## src/rtl/ekf_stage_seq_pkg.sv

```systemverilog
// rtl/ekf_stage_seq_pkg.sv - stage codes, command encodings and FSM states shared with PE_config
package ekf_pkg;

    localparam logic [2:0] STAGE_BUSY  = 3'b000;
    localparam logic [2:0] STAGE_PRD   = 3'b001;
    localparam logic [2:0] STAGE_NEW   = 3'b010;
    localparam logic [2:0] STAGE_UPD   = 3'b100;
    localparam logic [2:0] STAGE_READY = 3'b111;

    localparam logic [1:0] CMD_PREDICT = 2'b00;
    localparam logic [1:0] CMD_OBSERVE = 2'b01;

    typedef enum logic [2:0] {
        IDLE   = 3'd0,
        ISSUE  = 3'd1,
        WAIT   = 3'd2,
        RETIRE = 3'd3,
        ERR    = 3'd4
    } state_t;

endpackage

```

## src/rtl/ekf_stage_seq_if.sv

```systemverilog
// rtl/ekf_stage_seq_if.sv - host command handshake and PE_config stage handshake bundle
interface ekf_stage_seq_if #(
    parameter int ROW_LEN = 10
);
    logic               cmd_val;
    logic               cmd_rdy;
    logic [1:0]         cmd_type;
    logic [ROW_LEN-1:0] cmd_lm_id;
    logic [2:0]         stage_val;
    logic [2:0]         stage_rdy;
    logic [ROW_LEN-1:0] landmark_num;
    logic [ROW_LEN-1:0] lm_id;

    modport master (
        output cmd_val, cmd_type, cmd_lm_id, stage_rdy,
        input  cmd_rdy, stage_val, landmark_num, lm_id
    );

    modport slave (
        input  cmd_val, cmd_type, cmd_lm_id, stage_rdy,
        output cmd_rdy, stage_val, landmark_num, lm_id
    );
endinterface

```

## src/rtl/ekf_stage_seq_classify.sv

```systemverilog
// rtl/ekf_stage_seq_classify.sv - decode of a command into a stage code or a rejection
module ekf_cmd_classify
    import ekf_pkg::*;
#(
    parameter int ROW_LEN      = 10,
    parameter int MAX_LANDMARK = 500
) (
    input  logic [1:0]         cmd_type,
    input  logic [ROW_LEN-1:0] cmd_lm_id,
    input  logic [ROW_LEN-1:0] landmark_num,
    output logic [2:0]         code,
    output logic               reject
);
    localparam logic [ROW_LEN-1:0] MAX_L = ROW_LEN'(MAX_LANDMARK);

    // A new landmark must be the next free id; anything beyond it is a host error.
    always_comb begin
        code   = STAGE_BUSY;
        reject = 1'b1;
        case (cmd_type)
            CMD_PREDICT: begin
                code   = STAGE_PRD;
                reject = 1'b0;
            end
            CMD_OBSERVE: begin
                if (cmd_lm_id < landmark_num) begin
                    code   = STAGE_UPD;
                    reject = 1'b0;
                end else if (cmd_lm_id == landmark_num && landmark_num < MAX_L) begin
                    code   = STAGE_NEW;
                    reject = 1'b0;
                end
            end
            default: ;
        endcase
    end
endmodule

```

## src/rtl/ekf_stage_seq.sv

```systemverilog
// rtl/ekf_stage_seq.sv - predict/observe stage sequencer feeding PE_config
module ekf_stage_seq
    import ekf_pkg::*;
#(
    parameter int ROW_LEN      = 10,
    parameter int MAX_LANDMARK = 500,
    parameter int CYC_W        = 16
) (
    input  logic               clk,
    input  logic               sys_rst_n,
    ekf_stage_seq_if.slave     bus,
    input  logic               lm_clr,
    output logic               busy,
    output logic               done_val,
    output logic [2:0]         done_stage,
    output logic [CYC_W-1:0]   stage_cycles,
    output logic               err
);
    state_t             state;
    logic               rdy_en;
    logic [2:0]         stage_val;
    logic [2:0]         cur_code;
    logic [ROW_LEN-1:0] landmark_num;
    logic [ROW_LEN-1:0] lm_id;
    logic [CYC_W-1:0]   cnt;
    logic [CYC_W-1:0]   cnt_inc;
    logic [2:0]         cls_code;
    logic               cls_reject;
    logic               accept;

    ekf_cmd_classify #(
        .ROW_LEN      (ROW_LEN),
        .MAX_LANDMARK (MAX_LANDMARK)
    ) u_classify (
        .cmd_type     (bus.cmd_type),
        .cmd_lm_id    (bus.cmd_lm_id),
        .landmark_num (landmark_num),
        .code         (cls_code),
        .reject       (cls_reject)
    );

    // rdy_en keeps cmd_rdy low while reset is held and for the first cycle after.
    assign bus.cmd_rdy      = rdy_en && (state == IDLE) && (bus.stage_rdy == STAGE_READY) && !lm_clr;
    assign accept           = bus.cmd_val && bus.cmd_rdy;
    assign cnt_inc          = (&cnt) ? cnt : cnt + 1'b1;
    assign bus.stage_val    = stage_val;
    assign bus.landmark_num = landmark_num;
    assign bus.lm_id        = lm_id;

    always_ff @(posedge clk or negedge sys_rst_n) begin
        if (!sys_rst_n) begin
            state        <= IDLE;
            rdy_en       <= 1'b0;
            stage_val    <= STAGE_BUSY;
            cur_code     <= STAGE_BUSY;
            landmark_num <= '0;
            lm_id        <= '0;
            cnt          <= '0;
            busy         <= 1'b0;
            done_val     <= 1'b0;
            done_stage   <= STAGE_BUSY;
            stage_cycles <= '0;
            err          <= 1'b0;
        end else begin
            rdy_en   <= 1'b1;
            done_val <= 1'b0;
            err      <= 1'b0;
            case (state)
                IDLE: begin
                    if (lm_clr) begin
                        landmark_num <= '0;
                    end else if (accept) begin
                        busy <= 1'b1;
                        if (cls_reject) begin
                            state <= ERR;
                            err   <= 1'b1;
                        end else begin
                            state     <= ISSUE;
                            stage_val <= cls_code;
                            cur_code  <= cls_code;
                            lm_id     <= (cls_code == STAGE_PRD) ? '0 : bus.cmd_lm_id;
                            cnt       <= {{(CYC_W-1){1'b0}}, 1'b1};
                        end
                    end
                end
                ISSUE: begin
                    cnt <= cnt_inc;
                    if (bus.stage_rdy == STAGE_BUSY) begin
                        stage_val <= STAGE_BUSY;
                        state     <= WAIT;
                    end
                end
                WAIT: begin
                    if (bus.stage_rdy == STAGE_READY) begin
                        state        <= RETIRE;
                        done_val     <= 1'b1;
                        done_stage   <= cur_code;
                        stage_cycles <= cnt;
                        if (cur_code == STAGE_NEW) landmark_num <= landmark_num + 1'b1;
                    end else begin
                        cnt <= cnt_inc;
                    end
                end
                RETIRE, ERR: begin
                    state <= IDLE;
                    busy  <= 1'b0;
                end
                default: begin
                    state <= IDLE;
                    busy  <= 1'b0;
                end
            endcase
        end
    end
endmodule

```

## src/flat_wrapper.sv

```systemverilog
// flat-port wrapper written by rule: the top's interface ports become plain ports
module ekf_stage_seq_flat import ekf_pkg::*;
#(
    parameter int ROW_LEN      = 10,
    parameter int MAX_LANDMARK = 500,
    parameter int CYC_W        = 16
)
  (clk, sys_rst_n, lm_clr, busy, done_val, done_stage, stage_cycles, err, bus_cmd_val, bus_cmd_type, bus_cmd_lm_id, bus_stage_rdy, bus_cmd_rdy, bus_stage_val, bus_landmark_num, bus_lm_id);
  ekf_stage_seq_if #(.ROW_LEN(ROW_LEN)) bus_i ();
  input  logic clk;
  input  logic sys_rst_n;
  input  logic lm_clr;
  output logic busy;
  output logic done_val;
  output logic [2:0] done_stage;
  output logic [CYC_W-1:0] stage_cycles;
  output logic err;
  input wire logic [$bits(bus_i.cmd_val)-1:0] bus_cmd_val;
  input wire logic [$bits(bus_i.cmd_type)-1:0] bus_cmd_type;
  input wire logic [$bits(bus_i.cmd_lm_id)-1:0] bus_cmd_lm_id;
  input wire logic [$bits(bus_i.stage_rdy)-1:0] bus_stage_rdy;
  output wire logic [$bits(bus_i.cmd_rdy)-1:0] bus_cmd_rdy;
  output wire logic [$bits(bus_i.stage_val)-1:0] bus_stage_val;
  output wire logic [$bits(bus_i.landmark_num)-1:0] bus_landmark_num;
  output wire logic [$bits(bus_i.lm_id)-1:0] bus_lm_id;
  assign bus_i.cmd_val = bus_cmd_val;
  assign bus_i.cmd_type = bus_cmd_type;
  assign bus_i.cmd_lm_id = bus_cmd_lm_id;
  assign bus_i.stage_rdy = bus_stage_rdy;
  assign bus_cmd_rdy = bus_i.cmd_rdy;
  assign bus_stage_val = bus_i.stage_val;
  assign bus_landmark_num = bus_i.landmark_num;
  assign bus_lm_id = bus_i.lm_id;
  ekf_stage_seq #(.ROW_LEN(ROW_LEN), .MAX_LANDMARK(MAX_LANDMARK), .CYC_W(CYC_W)) u_core (.clk(clk), .sys_rst_n(sys_rst_n), .bus(bus_i), .lm_clr(lm_clr), .busy(busy), .done_val(done_val), .done_stage(done_stage), .stage_cycles(stage_cycles), .err(err));
endmodule
```

## config.mk

```make
export PLATFORM = sky130hd
export DESIGN_NAME = ekf_stage_seq_flat
export DESIGN_NICKNAME = d
export VERILOG_FILES = /design/src/rtl/ekf_stage_seq_pkg.sv /design/src/rtl/ekf_stage_seq_if.sv /design/src/rtl/ekf_stage_seq_classify.sv /design/src/rtl/ekf_stage_seq.sv /design/src/flat_wrapper.sv
export SDC_FILE = /design/constraint.sdc
export NUM_CORES = 1
export LEC_CHECK = 0
export CAP_MARGIN = 40
export CORE_ASPECT_RATIO = 0.6
export CORE_MARGIN = 2
export CORE_UTILIZATION = 55
export CTS_CLUSTER_SIZE = 30
export DETAILED_ROUTE_END_ITERATION = 6
export PLACE_DENSITY = 0.84
export RECOVER_POWER = 50
export SYNTH_ARGS = -nofsm -noshare
export SYNTH_HDL_FRONTEND = slang
export SYNTH_SLANG_ARGS = --single-unit
export TNS_END_PERCENT = 1
```

## constraint.sdc

```tcl
create_clock -name clk -period 4.9 [get_ports clk]
set_input_delay 0.98 -clock clk [delete_from_list [all_inputs] [get_ports clk]]
set_output_delay 0.98 -clock clk [all_outputs]
set_load 0.05 [all_outputs]
```

# Word-level counts from Yosys, hierarchy flattened
# Index checks and enable logic that the tools add are counted.
[totals]
wordCells = 92
inputBits = 19
reg_bits = 68
output_inout_bits = 46
[op_classes]
n_bitwise = 3
magnitude_cmp = 2
muxes = 37
n_eq_ne = 15
n_reduce_logical = 21
n_addsub = 2
[op_table]
columns = ["operator", "count"]
rows = [
  ["$mux W16", 5],
  ["$pmux W16 S3", 1],
  ["$mux W10", 4],
  ["$mux W3", 10],
  ["$pmux W10 S2", 1],
  ["$add A16 B1 Y16 const B", 1],
  ["$reduce_and A16 Y1", 1],
  ["$pmux W3 S2", 2],
  ["$reduce_and A4 Y1", 3],
  ["$add A10 B1 Y10 const B", 1],
  ["$eq A10 B10 Y1", 1],
  ["$lt A10 B10 Y1", 1],
  ["$lt A10 B9 Y1 const B", 1],
  ["$mux W1", 10],
  ["$reduce_and A5 Y1", 2],
  ["$pmux W3 S3", 1],
  ["$ne A2 B1 Y1 const B", 4],
  ["$ne A2 B2 Y1 const B", 4],
  ["$eq A3 B1 Y1 const B", 2],
  ["$eq A3 B2 Y1 const B", 2],
  ["$logic_not A3 Y1", 2],
  ["$logic_and A1 B1 Y1", 5],
  ["$pmux W1 S2", 2],
  ["$reduce_bool A2 Y1", 2],
  ["10 further kinds", 12],
]

# Depth between registers and ports, before layout
[logic_depth]
ltp_word = 9
depth_mapped = 10
mapped_depth_nobuf = 8

# By module
# A second synthesis with hierarchy kept.
[unflattened]
hier_cells = 346
area_unflattened_um2 = 3425.8
[by_module_without_submodules]
columns = ["module", "n_inst", "area_per_inst_um2", "cells_each"]
rows = [
  ["ekf_stage_seq", 1, 3123.0, 302],
  ["ekf_cmd_classify", 1, 302.8, 44],
]

# Worst setup path after synthesis
# No wires, ideal clock.
[synth_path]
kind = "input -> register"
start = "input bus_cmd_lm_id[5]"
end = "register u_core.cnt[10]"
arrival_ns = 2.865
setup_ns = 0.078
stages = 8
required_ns = 4.822
path_buffers = 1
slack_ns = 1.958
cell_sequence = "ha_1 -> a21oi_1 -> o21ai_1 -> a2111o_1 -> and4_4 -> buf_6 -> or4_1 -> a21oi_1"
[synth_via]
elab_chain_cells = 7
word_cells_on_any_way = 8
[synth_lines]
columns = ["item", "line_no", "rtl"]
rows = [
  ["start: declaration", "flat_wrapper.sv:20", "input wire logic [$bits(bus_i.cmd_lm_id)-1:0] bus_cmd_lm_id;"],
  ["branches (longest 3 deep; another with $lt A10 B10 Y1)", "--", ""],
  ["$mux W1 *", "ekf_stage_seq_classify.sv:26", "if (cmd_lm_id < landmark_num) begin"],
  ["$pmux W1 S2 *", "ekf_stage_seq_classify.sv:20", "case (cmd_type)"],
  ["$ne A2 B2 Y1 (no line) *", "--", ""],
  ["$reduce_and A5 Y1 (no line) *", "--", ""],
  ["end signal: assignment", "ekf_stage_seq.sv:82", "cnt <= {{(CYC_W-1){1'b0}}, 1'b1};"],
  ["end signal: assignment", "ekf_stage_seq.sv:87", "cnt <= cnt_inc;"],
  ["end signal: assignment", "ekf_stage_seq.sv:101", "cnt <= cnt_inc;"],
  ["end: declaration", "ekf_stage_seq.sv:25", "logic [CYC_W-1:0] cnt;"],
]
# Every way passes the cells marked *.
# A chain may end at the register's enable or synchronous reset.

# Worst setup path in the final report
[layout_path]
start = "input bus_stage_rdy[0]"
end = "output bus_cmd_rdy"
[layout_via]
elab_chain_cells = 3
[layout_lines]
columns = ["item", "line_no", "rtl"]
rows = [
  ["start: declaration", "flat_wrapper.sv:21", "input wire logic [$bits(bus_i.stage_rdy)-1:0] bus_stage_rdy;"],
  ["$eq A3 B3 Y1", "ekf_stage_seq.sv:43", "assign bus.cmd_rdy = rdy_en && (state == IDLE) && (bus.stage_rdy == STAGE_READY) && !lm_clr;"],
  ["$logic_and A1 B1 Y1 (2 in a row)", "ekf_stage_seq.sv:43", ""],
  ["end: declaration", "flat_wrapper.sv:22", "output wire logic [$bits(bus_i.cmd_rdy)-1:0] bus_cmd_rdy;"],
]
# No other way between the ends.

==> results.md <==
- Result of the run: complete, but fails checks
- Violations in the final reports: capacitance limit, slew limit
- Most repeated cell in the gate-level netlist after synthesis: sky130_fd_sc_hd__dfrtp_1
- Chip Width: 106.1 µm
- Share of the cycle needed by the critical path after routing: 78.91%
- Iter 0 DRT Violations: 245
- Proportion of layout cells with a drive suffix above 1: about an eighth
- Clock skew after layout: 0.01004 ns
- Transition time of the tightest slew-check pin: about 1.7 ns
- Relative area change from synthesis to final layout: 26.63%
- Core box area: 6083 µm²
- Gate count after technology mapping: 336
- Pint: 983.5 µW
- Total standard cell area after synthesis: 3440 µm²
- Critical path launch point: bus_stage_rdy[0]
- Post-CTS sizing: 0
- Leak: between 0.0015 and 0.002 µW
- Clock-pin slew on the worst setup and hold paths: roughly 0.080 ns
- Routed vias: between 2000 and 3000
- Total half-perimeter wirelength after legalization and detailed placement: 6049 µm
- Count of input and output buffers: 64
- Std-Cell Rows: 22
- Required time of the critical path: 3.92 ns
- Die boundary height: 65.26 µm
- Number of enable-type register cells in the synthesized netlist: 0
- Total power per unit cell area: 327.4 nW/µm²
- Critical Path End Type: primary output
- Count of antenna-violating nets left after detailed routing: 0
- Peak clock frequency supported by timing: 258.6 MHz
- Number of synthesized register bits: 68
- Cell types with the highest counts after synthesis: sky130_fd_sc_hd__dfrtp_1, sky130_fd_sc_hd__nand2_1, sky130_fd_sc_hd__o21ai_0
- Pre-antenna DRT Iters: 4
- Mapped Avg Cell Area: 10.24 µm²
- Storage cell area: 1702 µm²
- Arrival time reported for the critical path endpoint: 2.89 ns
- Worst slack at placement: approximately 1.1 ns
- Net count of the mapped netlist: 367
- Tot GR Track Use: about 26%
- Total power: 1426 µW
- Post-CTS setup buffer count: 0
- Top fanout value on the critical path: 3
- Clk_lat worst skew: 0.35 ns
- Via density: 5.905
- Flip-flop cell with the highest count after synthesis: sky130_fd_sc_hd__dfrtp_1
- Wire per inst: 17.16 µm
- Yosys synthesis warning count: 0
- Type of the setup path with the least slack: input port to primary output
- Proportion of power drawn by flip-flops and latches: a little over two fifths
- Met2 global-route usage: 36.69%
- Final setup TNS: 0 ns
- Met3 routing resource usage after global routing: 7.440%
- Clock tree buffer depth: 2
- Setup repair after global routing missed its margin: false
- Type of origin of the critical path: input port
- Number of buffers inserted by hold repair at cts: 0
- Largest cells by area after synthesis: sky130_fd_sc_hd__dfrtp_1, sky130_fd_sc_hd__mux2_2, sky130_fd_sc_hd__ha_1, sky130_fd_sc_hd__nand2_1, sky130_fd_sc_hd__o31ai_1
- Fin Hold WS: 0.4853 ns
- Via count of the first global-routing pass: between 2000 and 3000
- Cts bufs inserted: 9
- Headroom to the max-slew limit: -13.26%
- Reg-to-Reg End: u_core.cnt[9]
- Number of max-cap violations: 1
- Remaining global-route overflow: 0
- # IOs: 65
- Share of total power in combinational logic: between 20% and 30%
- Clock sinks: 68
- Min Clock Period, post-route: roughly 3.9 ns
- Post-synth cell types: 48
- Initial cell density of the core: 56.54%
- Switching Fraction: 31.03%
- Filler cell count in the final layout: 459
- Internal reg-to-reg setup slack: 2.10 ns
- Total Die Area: roughly 6900 µm²
- Worst Setup Slack, final: slightly above 1 ns
- Most congested layer reported by global routing: met1
- Total wire length: 8342 µm
- Multi-input gate area: 1602 µm²
- Core occupancy in the finished layout: just over 70%
- Met1 Resource Use GR: between 30% and 40%
- Proportion of power drawn by the clock network: between 30% and 40%
- Detailed-route DRC error count: 0
- Wire length of the first global-routing pass: 13590 µm
- Inserted Diodes: 0
- Dominant cell type by area after synthesis: sky130_fd_sc_hd__dfrtp_1
- Proportion of synthesized chip area in sequential cells: 49.47%
- Largest net degree at the start of global routing: between 60 and 70
- Worst Hold Class: register to register
- Hold violation count in the final report: 0
- Max H-tree Level: 3
- CTS tree: done
- Clk root buf: sky130_fd_sc_hd__clkbuf_8
- Antenna violations before repair: 0
- Final weighted congestion in routability-driven placement: 0.8458
- Peak supply drop: 0.0002015 V
- Proportion of register bits with asynchronous set or reset after synthesis: 100.0%
- Reg-to-Reg Start: u_core.bus.landmark_num[5]
- Count of final max-slew check failures: 24
- Layout Nets: ~430
- Proportion of netlist area held by the largest area contributor: 49.47%
- FF-to-FF path depth: 8
- Final setup violation count: 0
- P_sw: 442.6 µW
- Crit path capture: bus_cmd_rdy
kinds of logic (layout without fill, tap and decap cells):
group                    count (synthesis)  in the layout  share of synthesized area (%)
AND/OR/NAND/NOR                        125            125                          20.44
AO/OA/AOI/OAI                           72             72                          13.35
flip-flops                              68             68                          49.47
buffers and inverters                   31             97                          3.965
multiplexers                            20             20                          6.512
adder cells (fa/ha/maj)                 12             12                          4.365
XOR/XNOR                                 7              7                          1.783
other                                    1              1                         0.1090
worst min-delay path by stage:
stage	slack [ns]	cells past startpoint	from	end
floorplan	0.46	2	u_core.cur_code[1]	u_core.cur_code[1]
global placement	0.46	2	u_core.bus.lm_id[5]	u_core.bus.lm_id[5]
detailed placement	0.47	2	u_core.bus.lm_id[8]	u_core.bus.lm_id[8]
CTS	0.49	2	u_core.bus.lm_id[8]	u_core.bus.lm_id[8]
global route	0.51	2	u_core.bus.lm_id[0]	u_core.bus.lm_id[0]
finish	0.49	2	u_core.bus.lm_id[8]	u_core.bus.lm_id[8]
power groups by stage:
stage	logic, µW	registers, µW	clock network, µW
2_1_floorplan	137	701	0
3_3_place_gp	295	631	0
3_5_place_dp	305	633	0
4_1_cts	308	622	498
5_1_grt	331	627	526
6_report	307	623	497
per-stage QoR:
stage	area, µm²	std cells
final	4355	486
after global routing	4355	486
after CTS	4359	486
after detailed placement	4154	471
after global placement	4111	469
after floorplan	3440	336
layout by cell type, fill, tap and decap left out, types with 3 or more instances in the layout:
cell type                          n
sky130_fd_sc_hd__a211oi_1          3
sky130_fd_sc_hd__a21oi_1          20
sky130_fd_sc_hd__and2_1            3
sky130_fd_sc_hd__and3_1            5
sky130_fd_sc_hd__and4_1            3
sky130_fd_sc_hd__clkbuf_8          9
sky130_fd_sc_hd__clkdlybuf4s50_1  62
sky130_fd_sc_hd__dfrtp_1          68
sky130_fd_sc_hd__ha_1             12
sky130_fd_sc_hd__inv_1            14
sky130_fd_sc_hd__mux2_2           19
sky130_fd_sc_hd__nand2_1          38
sky130_fd_sc_hd__nand2b_1          5
sky130_fd_sc_hd__nand3_1           8
sky130_fd_sc_hd__nand4_1           7
sky130_fd_sc_hd__nor2_1           16
sky130_fd_sc_hd__nor3_1            4
sky130_fd_sc_hd__o21ai_0          22
sky130_fd_sc_hd__o31ai_1          16
sky130_fd_sc_hd__or2_2             4
sky130_fd_sc_hd__or3_1             7
sky130_fd_sc_hd__or4_1            11
sky130_fd_sc_hd__or4b_1            3
sky130_fd_sc_hd__xnor2_1           7
worst max-delay path, stage by stage:
cell	delay [ns]
sky130_fd_sc_hd__dlygate4sd3_1	0.58
sky130_fd_sc_hd__and3_1	0.24
sky130_fd_sc_hd__nand2_1	0.11
sky130_fd_sc_hd__nor2_1	0.14
sky130_fd_sc_hd__clkdlybuf4s50_1	0.82
per-layer routing:
layer / vias to the layer above / wire length, µm
li1: 1340 / -
met1: 1405 / 4052
met2: 114 / 3552
met3: 11 / 635
met4: 0 / 102
met5: - / 0
final cells by class:
cell class,instances,area share [%]
inverters,14,1.207
repair buffers,68,15.83
flip-flops and latches,68,39.07
multi-input cells,237,36.77
well taps,84,2.413
clock buffers,10,2.930
clock inverters,5,1.781
flip-flops by register name, summed over array words and instances (netlist names):
signal,count
u_core.err,1
u_core.rdy_en,1
u_core.stage_cycles,16
u_core.cnt,16
u_core.busy,1
u_core.done_stage,3
u_core.bus.landmark_num,10
u_core.done_val,1
u_core.bus.lm_id,10
u_core.bus.stage_val,3
u_core.cur_code,3
u_core.state,3
Note: power is estimated with default switching activity, not from simulation.
